<file path="src/rtl/regfile_wb.sv">
// regfile_wb: writeback register file; commits ALU results, serves two registered operands with same-edge bypass, x0 hard-wired to zero, flush squash and commit counter.
//   clk, reset (async, active-high)
//   alu_done/write_addr/result/jump_branch_enable : ALU result in, flush squashes it
//   rd_req/src1_addr/src2_addr                    : operand read request
//   src_valid/src1_value/src2_value               : registered operands, valid one cycle after request
//   commit_count                                  : committed result count, wraps
module regfile_wb #(
  parameter int DATA_W = 32,
  parameter int ADDR_W = 5
) (
  input  logic              clk,
  input  logic              reset,
  input  logic              alu_done,
  input  logic [ADDR_W-1:0] write_addr,
  input  logic [DATA_W-1:0] result,
  input  logic              jump_branch_enable,
  input  logic              rd_req,
  input  logic [ADDR_W-1:0] src1_addr,
  input  logic [ADDR_W-1:0] src2_addr,
  output logic              src_valid,
  output logic [DATA_W-1:0] src1_value,
  output logic [DATA_W-1:0] src2_value,
  output logic [31:0]       commit_count
);
  localparam int N = 1 << ADDR_W;
  logic [DATA_W-1:0] regs [N];
  logic              commit, wr;
  logic [DATA_W-1:0] rd1, rd2;
  assign commit = alu_done && !jump_branch_enable;
  assign wr     = commit && write_addr != '0;
  // x0 reads zero regardless of any same-edge write to it; otherwise a same-edge commit wins over storage
  always_comb begin
    rd1 = src1_addr == '0 ? '0 : (wr && src1_addr == write_addr) ? result : regs[src1_addr];
    rd2 = src2_addr == '0 ? '0 : (wr && src2_addr == write_addr) ? result : regs[src2_addr];
  end
  always_ff @(posedge clk or posedge reset) begin
    if (reset) begin
      for (int i = 0; i < N; i++) regs[i] <= '0;
    end else if (wr) begin
      regs[write_addr] <= result;
    end
  end
  always_ff @(posedge clk or posedge reset) begin
    if (reset) begin
      src_valid    <= 1'b0;
      src1_value   <= '0;
      src2_value   <= '0;
      commit_count <= '0;
    end else begin
      src_valid <= rd_req;
      if (rd_req) begin
        src1_value <= rd1;
        src2_value <= rd2;
      end
      if (commit) commit_count <= commit_count + 32'd1;
    end
  end
endmodule

</file>
<file path="config.mk">
export PLATFORM = sky130hd
export DESIGN_NAME = regfile_wb
export DESIGN_NICKNAME = d
export VERILOG_FILES = /design/src/rtl/regfile_wb.sv
export SDC_FILE = /design/constraint.sdc
export NUM_CORES = 2
export LEC_CHECK = 0
export BUFFER_PORTS_ARGS = -buffer_cell sky130_fd_sc_hd__buf_4
export CORE_MARGIN = 4
export CORE_UTILIZATION = 54
export DETAILED_ROUTE_END_ITERATION = 12
export GPL_ROUTABILITY_DRIVEN = 1
export HOLD_SLACK_MARGIN = 0.05
export PLACE_DENSITY = 0.7
export SYNTH_ARGS = -nofsm -noshare
export SYNTH_HDL_FRONTEND = slang
export SYNTH_SLANG_ARGS = --single-unit
</file>
<file path="constraint.sdc">
create_clock -name clk -period 63.3 [get_ports clk]
set_input_delay 9.495 -clock clk [delete_from_list [all_inputs] [get_ports clk]]
set_output_delay 9.495 -clock clk [all_outputs]
set_load 0.02 [all_outputs]
</file>
==> metrics.txt <==
worst path required time=about 64000 ps; DR vias=35800; worst skew pair latency=700 ps; FILL cells=7881; Setup Buffers After CTS=0; Max Slew Vio Count=0; IO Pins=approximately 150; Post-Layout Cell Count=5141; Post-synth EDFFs=0; share of cells above drive strength 1=about half; Antenna Nets Post-Route=0; endpoints failing hold=0; total power=~1900 uW; Worst Tran Pin Value=1290 ps; DIE HEIGHT=335 um; CP top delay family=buffers and inverters; Die Footprint=0.112 mm2; # DRC=0; Reg area=roughly 0.028 mm2; vias in the first global route=~37000; clock buffer count from CTS=approximately 120; Worst Hold Class=flip-flop to flip-flop; hold path endpoint=regs[999]$_DFFE_PP0P_; Synth warnings=0; CP Data Arrival Time=around 14000 ps; Worst Clk Skew=between 15 and 20 ps; critical path launch point type=input pin; Unique masters post-synth=just over 40; cells after synthesis=3708; GRT Residual Overflow=0; worst ir drop on vdd=~0.026 mV; GPL Wtd Cong=about 0.8; Tmin final=around 14000 ps; Core Region=around 0.11 mm2; status=finished clean; 1st-pass router iterations=5; Lkg Pwr=around 0.028 uW; Routed wire per std cell=between 30 and 40 um; reg2reg end=commit_count[31]$_DFFE_PP0P_; Sink Count=between 1000 and 1500; max cap viols=0; cell area after synthesis=0.0579 mm2; Reg clk slew, reported paths=60 ps; post-synthesis sequential area ratio=48.5%; row count=roughly 120; count of final setup violators=0; CP Buf/Inv Count=7; RSZ-0062 raised after global routing=false; DR iter-0 viols=about 3300; DP HPWL=between 90000 and 100000 um; first-pass GRT wire length=248000 um; Area Growth Syn to Fin=10.5%; Most common cell on crit path=buf_4; Global Route Usage Sum=between 20 and 30%; final wirelength=around 170000 um; Final #Nets=3698; placed cell areas=approximately 0.06 mm2; worst setup path class=input pin to asynchronous set/reset pin; H-tree lvl count=3; ys async rst share=100%; min-delay src=regs[999]$_DFFE_PP0P_; CP max FO=~120; hold slack=about 400 ps; CP Capture Type=asynchronous set/reset pin; post-route cell area=about 0.064 mm2; synthesis-stage register bit count=approximately 1100; max frequency=between 70 and 80 MHz; DP Cell Count=4915; die width=approximately 340 um; initial antenna violation count=5; worst r2r src=commit_count[2]$_DFFE_PP0P_; Critical Path, Cell by Cell=buf_4 -> inv_8 -> buf_4 -> buf_4 -> buf_4 -> buf_4 -> buf_4; area of the multi-input gates=about 0.028 mm2; Starting Density=around 55%; syn_area_per_cell=approximately 16 um2; largest net degree at the start of global routing=170; Syn Nets=about 3800; ys flop type=dfrtp_1; R2R Setup Slk=roughly 60000 ps; Hold Path Cell Cnt=0; Clock Tree Buf Depth=3; Resized Gates After CTS=0; Worst path slowest cell=buf_4; Port Buffers=148; TritonCTS clock tree=built; final worst path period share=21.5%; Sum Neg Setup Slack=0 ps; CP peak stage delay=around 860 ps; Max-slew headroom=around 14%; Via density=between 6 and 7; CTS root buffer=clkbuf_16; cts hold-fix bufs=0; reg2reg path depth=5; Power Dens Cells=30.0 mW/mm2
cells in the final DEF (no fill, tap or decap), types with 3 or more instances in the layout:
master and n:
nand3_1 76, o211ai_1 3, a32oi_1 64, clkbuf_8 28, nor2_4 19, buf_12 3
bufinv_16 11, buf_4 226, mux2_1 109, nor2b_4 4, buf_8 4, clkinv_2 30
nand3b_1 3, mux4_2 576, nand4_1 7, nand2b_1 65, clkbuf_16 123, nand2_1 83
inv_1 6, a21o_1 33, xor2_1 11, nor3_1 6, clkinvlp_4 5, nor2_1 11
mux2_2 885, xnor2_1 30, nor4_1 3, dfrtp_1 1121, nor3b_1 4, and4_1 7
inv_6 3, nand2_2 15, clkbuf_1 24, and3_1 3, a22oi_1 124
per-stage QoR:
stage / utilization, % / setup slack [ps]
after global routing: 60.4 / 48860
after detailed placement: 56.5 / 48710
after floorplan: - / 22240
final: 60.4 / 49720
after global placement: 56.5 / 48720
after CTS: 60.4 / 49450
worst max path at each step:
stage / depth (start not counted) / slack, ps / from / endpoint
3_5_place_dp: 7 / 48710 / reset / regs[1001]$_DFFE_PP0P_
4_1_cts: 7 / 49450 / reset / regs[835]$_DFFE_PP0P_
2_1_floorplan: 1 / 22240 / reset / commit_count[0]$_DFFE_PP0P_
6_report: 7 / 49720 / reset / regs[867]$_DFFE_PP0P_
5_1_grt: 7 / 48860 / reset / regs[831]$_DFFE_PP0P_
3_3_place_gp: 7 / 48720 / reset / regs[1001]$_DFFE_PP0P_
cells by family after synthesis:
family	after synthesis	share of synthesized area, %
multiplexers	1572	41.8
buffers and inverters	425	3.20
XOR/XNOR	41	0.621
AND/OR/NAND/NOR	318	2.76
adder cells (fa/ha/maj)	1	0.0216
flip-flops	1121	48.5
AO/OA/AOI/OAI	230	3.12
registers in the layout, indices dropped and copies added, names as in the netlist:
| name | cells |
|---|---|
| regs | 1024 |
| commit_count | 32 |
| src_valid | 1 |
| src1_value | 32 |
| src2_value | 32 |
area by class of cell:
class                           count  share of cell area [%]
Clock inverter                     49                   0.857
Antenna cell                        2                 0.00782
Timing Repair Buffer              233                    2.84
Clock buffer                      175                    5.56
Inverter                            8                  0.0606
Sequential cell                  1121                    43.9
Tap cell                         1391                    2.72
Multi-Input combinational cell   2162                    44.1
synth_stat cells, drive strengths merged, types with 30 or more instances:
master	n	area share (%)
a21o	33	0.43
a22oi	124	1.6
a32oi	64	0.97
buf	208	1.8
clkbuf	209	1.4
dfrtp	1121	48
mux2	994	19
mux4	576	22
nand2	98	0.64
nand2b	65	0.70
nand3	76	0.66
nor2	30	0.19
xnor2	30	0.45
where the power goes:
part | leakage, uW | internal [uW] | switching, uW
Combinational | 0.0115 | 178 | 131
Sequential | 0.0149 | 811 | 71.5
Clock | 0.00203 | 432 | 294
Total | 0.0285 | 1420 | 496
per-layer routing:
layer	GRT usage, %	part of all wire [%]	vias up	wire, um
met5	0	0.025	-	42
met4	9.04	3.4	6	5680
met3	6.94	8.6	322	14200
met2	45.5	46	1600	76300
met1	43.4	42	19600	69300
li1	-	-	14300	-
No activity file was read; power rests on OpenSTA's default activity.
